===== config.mk =====
export PLATFORM = sky130hd
export DESIGN_NAME = taxi_rst_seq
export DESIGN_NICKNAME = d
export VERILOG_FILES = /design/src/rtl/taxi_rst_seq.sv
export SDC_FILE = /design/constraint.sdc
export NUM_CORES = 1
export LEC_CHECK = 0
export BUFFER_PORTS_ARGS = -buffer_cell sky130_fd_sc_hd__buf_4
export CORE_MARGIN = 2
export CORE_UTILIZATION = 45
export CTS_BUF_LIST = sky130_fd_sc_hd__clkbuf_8
export DETAILED_ROUTE_END_ITERATION = 10
export PLACE_DENSITY = 0.75
export SETUP_SLACK_MARGIN = 0.15
export SYNTH_ARGS = -nofsm -noshare
export SYNTH_HDL_FRONTEND = slang
export SYNTH_SLANG_ARGS = --single-unit

===== constraint.sdc =====
create_clock -name clk -period 3.39 [get_ports clk]
set_clock_uncertainty 0.15 [all_clocks]
set_input_delay 0 -clock clk [delete_from_list [all_inputs] [get_ports clk]]
set_output_delay 0 -clock clk [all_outputs]
set_load 0.005 [all_outputs]

===== src/rtl/taxi_rst_seq.sv =====
// taxi_rst_seq: lock-qualified reset sequencer.
//
// Each lock_in bit passes through its own synchronizer. The AND of the
// synchronized bits (lock_ok) must stay high for HOLD_CYCLES cycles. After
// that, the rst_out bits are released one at a time, bit 0 first, with
// STAGE_DELAY cycles between releases. ready rises STAGE_DELAY cycles after
// the last bit is released.
//
// Losing lock after qualification reasserts every reset on the next cycle.
// It also pulses lock_loss and bumps a saturating counter. force_rst also
// reasserts every reset, but it does not count as a lock loss.
//
// Ports:
//   clk            sole clock
//   rst_n          asynchronous active-low reset
//   lock_in        [N_LOCK] asynchronous lock indicators, active high
//   force_rst      synchronous request to reassert all resets
//   rst_out        [N_RST] sequenced resets, active high
//   ready          all resets released and sequence complete
//   lock_loss      one-cycle pulse on lock loss after qualification
//   lock_loss_cnt  [CNT_W] saturating count of lock-loss events
//   state_dbg      [2] current FSM state (0 HOLD, 1 QUAL, 2 RELEASE, 3 RUN)
//
// Handshake note: there is no valid/ready traffic here. ready is a level
// status, not a handshake.
module taxi_rst_seq #(
  parameter int N_LOCK      = 1,
  parameter int N_RST       = 1,
  parameter int SYNC_STAGES = 3,
  parameter int HOLD_CYCLES = 16,
  parameter int STAGE_DELAY = 8,
  parameter int CNT_W       = 16
) (
  input  logic              clk,
  input  logic              rst_n,
  input  logic [N_LOCK-1:0] lock_in,
  input  logic              force_rst,
  output logic [N_RST-1:0]  rst_out,
  output logic              ready,
  output logic              lock_loss,
  output logic [CNT_W-1:0]  lock_loss_cnt,
  output logic [1:0]        state_dbg
);

  typedef enum logic [1:0] {
    ST_HOLD    = 2'd0,
    ST_QUAL    = 2'd1,
    ST_RELEASE = 2'd2,
    ST_RUN     = 2'd3
  } state_t;

  localparam int QUAL_W   = $clog2(HOLD_CYCLES + 1);
  localparam int REL_W    = $clog2(N_RST * STAGE_DELAY + 1);
  localparam int REL_LAST = N_RST * STAGE_DELAY - 1;

  localparam logic [QUAL_W-1:0] QUAL_END = QUAL_W'(HOLD_CYCLES);
  localparam logic [REL_W-1:0]  REL_END  = REL_W'(REL_LAST);

  state_t state, state_nxt;

  logic [SYNC_STAGES-1:0] sync_q [N_LOCK];
  logic [N_LOCK-1:0]      sync_last;
  logic                   lock_ok;
  logic [QUAL_W-1:0]      qual_cnt;
  logic [REL_W-1:0]       rel_cnt;
  logic                   in_service;

  // Lock synchronizers: one shift register per lock bit.
  always_ff @(posedge clk or negedge rst_n) begin
    if (!rst_n) begin
      for (int i = 0; i < N_LOCK; i++) sync_q[i] <= '0;
    end else begin
      for (int i = 0; i < N_LOCK; i++)
        sync_q[i] <= {sync_q[i][SYNC_STAGES-2:0], lock_in[i]};
    end
  end

  always_comb begin
    sync_last = '0;
    for (int i = 0; i < N_LOCK; i++) sync_last[i] = sync_q[i][SYNC_STAGES-1];
  end

  assign lock_ok    = &sync_last;
  assign in_service = (state == ST_RELEASE) || (state == ST_RUN);

  // State register.
  always_ff @(posedge clk or negedge rst_n) begin
    if (!rst_n) state <= ST_HOLD;
    else        state <= state_nxt;
  end

  // Next-state logic.
  always_comb begin
    state_nxt = state;
    case (state)
      ST_HOLD:    if (lock_ok && !force_rst) state_nxt = ST_QUAL;
      ST_QUAL:    if (!lock_ok || force_rst) state_nxt = ST_HOLD;
                  else if (qual_cnt == QUAL_END) state_nxt = ST_RELEASE;
      ST_RELEASE: if (!lock_ok || force_rst) state_nxt = ST_HOLD;
                  else if (rel_cnt == REL_END) state_nxt = ST_RUN;
      ST_RUN:     if (!lock_ok || force_rst) state_nxt = ST_HOLD;
      default:    state_nxt = ST_HOLD;
    endcase
  end

  // A counter only advances while its state persists, so it can never pass
  // its terminal value. It reads zero on entry to its state.
  always_ff @(posedge clk or negedge rst_n) begin
    if (!rst_n) begin
      qual_cnt <= '0;
      rel_cnt  <= '0;
    end else begin
      qual_cnt <= (state == ST_QUAL && state_nxt == ST_QUAL) ? qual_cnt + 1'b1 : '0;
      rel_cnt  <= (state == ST_RELEASE && state_nxt == ST_RELEASE) ? rel_cnt + 1'b1 : '0;
    end
  end

  // A lock drop in service always counts as a loss, even when force_rst is
  // asserted in the same cycle. The FSM leaves service on the same edge, so
  // the pulse lasts a single cycle.
  always_ff @(posedge clk or negedge rst_n) begin
    if (!rst_n) begin
      lock_loss     <= 1'b0;
      lock_loss_cnt <= '0;
    end else begin
      lock_loss <= in_service && !lock_ok;
      if (in_service && !lock_ok && (lock_loss_cnt != {CNT_W{1'b1}}))
        lock_loss_cnt <= lock_loss_cnt + 1'b1;
    end
  end

  // Output logic. Bit k is released once rel_cnt reaches k*STAGE_DELAY.
  // Releasing on entry to RELEASE gives bit 0 its zero offset.
  always_comb begin
    rst_out = '1;
    for (int k = 0; k < N_RST; k++)
      if (state == ST_RUN || (state == ST_RELEASE && int'(rel_cnt) >= k * STAGE_DELAY))
        rst_out[k] = 1'b0;
  end

  assign ready     = (state == ST_RUN);
  assign state_dbg = state;

endmodule


==> results.sh <==
export IMPL_fill_cells=256
export IMPL_cts_inserted_buffers=5
export IMPL_synth_top_area_share=0.534
export IMPL_fp_row_count=20
export IMPL_syn_nets=133
export IMPL_avgSynthCellArea_um2=11.6
export IMPL_clk_pin_slew_ns=0.06
export IMPL_yosysSeqAreaShare=0.534
export IMPL_insertion_delay_ns=0.28
export IMPL_first_pass_iters=4
export IMPL_cp_startpoint="lock_loss_cnt[0]$_DFFE_PN0P_"
export IMPL_ys_warn_count=0
export IMPL_crit_type="register to register"
export IMPL_synth_cell_types=35
export IMPL_final_cell_mix="31 x dfrtp_1, 24 x buf_4, 17 x nor2_1, 14 x xor2_1, 8 x nand2_1"
export IMPL_reg2reg_to="lock_loss_cnt[12]$_DFFE_PN0P_"
export IMPL_root_buffer="clkbuf_8"
export IMPL_place_ws_ns=1.63
export IMPL_setup_worst_path_end="lock_loss_cnt[12]$_DFFE_PN0P_"
export IMPL_setup_worst_path_end_class="register"
export IMPL_ys_seq_elements=31
export IMPL_hold_viol_final=0
export IMPL_worst_path_max_fanout=5
export IMPL_mostFrequentLayoutCell="dfrtp_1"
export IMPL_die_h_um=60.8
export IMPL_netlist_instances=125
export IMPL_drc_errors=0
export IMPL_worst_slack_ns=1.61
export IMPL_clockBufferDepth=2
export IMPL_leakagePower_nw=0.936
export IMPL_wirelength_um=2770
export IMPL_ys_flop_type="dfrtp_1"
export IMPL_max_freq_mhz=562
export IMPL_drtIter0Drc=60
export IMPL_min_period_over_period=0.525
export IMPL_vias=1065
export IMPL_diodes=0
export IMPL_routedWlPerCell_um=13.6
export IMPL_dpl_hpwl_um=2000
export IMPL_cts_setup_buffers=0
export IMPL_io_buffers=24
export IMPL_ios=25
export IMPL_drv_slew=0
export IMPL_required_ns=3.45
export IMPL_dieArea_um2=3700
export IMPL_synth_edf_count=0
export IMPL_worst_slew_pin_transition_ns=0.430
export IMPL_peakVddDrop_mv=0.290
export IMPL_cts_tree="yes"
export IMPL_layout_nets=166
export IMPL_relSlewSlack=0.711
export IMPL_antenna_found_initial=0
export IMPL_rrSetupSlack_ns=1.61
export IMPL_start_util=0.476
export IMPL_drive_gt1_frac=0.270
export IMPL_syn_cell_area_um2=1450
export IMPL_outcome="completed"
export IMPL_overflow=0
export IMPL_ant_nets=0
export IMPL_yosys_top_cells_area="dfrtp_1 53%, xor2_1 8.4%, nor2_1 4.4%"
export IMPL_rsz0062_at_grt="no"
export IMPL_rr_worst_depth=5
export IMPL_setup_viol=0
export IMPL_vias_per_cell=5.25
export IMPL_regToRegStartpoint="lock_loss_cnt[0]$_DFFE_PN0P_"
export IMPL_maxCapViolations=0
export IMPL_final_util=0.589
export IMPL_htreeDepth=2
export IMPL_coreArea_um2=3050
export IMPL_powerDensity_nw_per_um2=370
export IMPL_die_w_um=60.8
export IMPL_async_flop_share=1.00
export IMPL_netlist_top_cell_by_area="dfrtp_1"
export IMPL_gp_congestion=0.845
export IMPL_area_growth_pct=23.7
export IMPL_post_route_min_period_ns=1.78
export IMPL_grt_pass1_vias=1083
export IMPL_cp_start_kind="register"
export IMPL_hold_class="input pin to async pin"
export IMPL_clock_sinks=31
export IMPL_grtUsageTotal=0.184
export IMPL_tns_ns=0
export IMPL_timing_hold_ws_ns=0.0410
export IMPL_grt_start_max_net_pins=32
export IMPL_grt_pass1_wl_um=4860
export IMPL_critPathArrivalTime_ns=1.83
flip-flops by register name, summed over array words and instances, names as in the netlist:
name and cells:
sync_q 3, rel_cnt 4, lock_loss_cnt 16, lock_loss 1, qual_cnt 5, state_dbg 2
area by class of cell:
class                   count  area, um2  share of cell area
clock buffers               5       68.8              0.0383
well taps                  44       55.1              0.0306
clock inverters             3       15.0             0.00836
flip-flops and latches     31        776               0.432
multi-input cells          88        653               0.364
inverters                   5       18.8              0.0104
repair buffers             27        210               0.117
per-layer routing:
metal  wire length (um)  track usage  part of all wire
met1               1150        0.215              0.41
met2               1460        0.316              0.53
met3                123       0.0448             0.044
met4                 39       0.0839             0.014
met5                  0            0                 0
metrics by stage:
stage / instance area, um2 / total power [mW] / cells
floorplan: 1450 / 0.384 / 125
global placement: 1680 / 0.395 / 192
detailed placement: 1680 / 0.396 / 192
CTS: 1800 / 0.678 / 203
global route: 1800 / 0.696 / 203
finish: 1800 / 0.665 / 203
synth_stat cells, types with 2 or more instances:
| cell | n |
|---|---|
| a21oi_1 | 3 |
| a31oi_1 | 2 |
| and3_1 | 3 |
| dfrtp_1 | 31 |
| ha_1 | 4 |
| inv_1 | 5 |
| nand2_1 | 8 |
| nand3_1 | 7 |
| nand4_4 | 2 |
| nor2_1 | 17 |
| nor3_1 | 2 |
| nor3_2 | 2 |
| nor4_2 | 2 |
| xnor2_1 | 3 |
| xor2_1 | 14 |
kinds of logic (layout without fill, tap and decap cells):
group / Yosys count / in the layout / synth area share
AO/OA/AOI/OAI: 10 / 10 / 0.0474
XOR/XNOR: 17 / 17 / 0.103
adder cells (fa/ha/maj): 4 / 4 / 0.0345
buffers and inverters: 6 / 40 / 0.0164
flip-flops: 31 / 31 / 0.534
multiplexers: 1 / 1 / 0.0103
AND/OR/NAND/NOR: 56 / 56 / 0.255
where the power goes:
group,total (mW),internal (mW),switching (mW)
sequential,0.375,0.373,0.00227
combinational,0.0159,0.00654,0.00935
clock,0.274,0.140,0.134
how the worst min path moves through the flow:
| stage | from | end | slack (ns) | cells past startpoint |
|---|---|---|---|---|
| 2_1_floorplan | rst_n | lock_loss$_DFF_PN0_ | -0.45 | 0 |
| 3_3_place_gp | rst_n | lock_loss_cnt[10]$_DFFE_PN0P_ | -0.20 | 1 |
| 3_5_place_dp | rst_n | lock_loss_cnt[10]$_DFFE_PN0P_ | -0.20 | 1 |
| 4_1_cts | rst_n | lock_loss_cnt[11]$_DFFE_PN0P_ | 0.04 | 2 |
| 5_1_grt | rst_n | lock_loss_cnt[11]$_DFFE_PN0P_ | 0.09 | 2 |
| 6_report | rst_n | lock_loss_cnt[10]$_DFFE_PN0P_ | 0.04 | 2 |
worst max-delay path: stages, from the launching register on:
cell and delay, ns:
dfrtp_1 0.45, ha_1 0.27, and4b_1 0.27, o2111ai_1 0.22
nor2_1 0.19, xor2_1 0.16
timing repair:
item                      in CTS  in global routing
gates resized for setup        0                  0
hold buffers                   3                  0
hold endpoints to repair      34                  0
No activity file was read; power rests on OpenSTA's default activity.
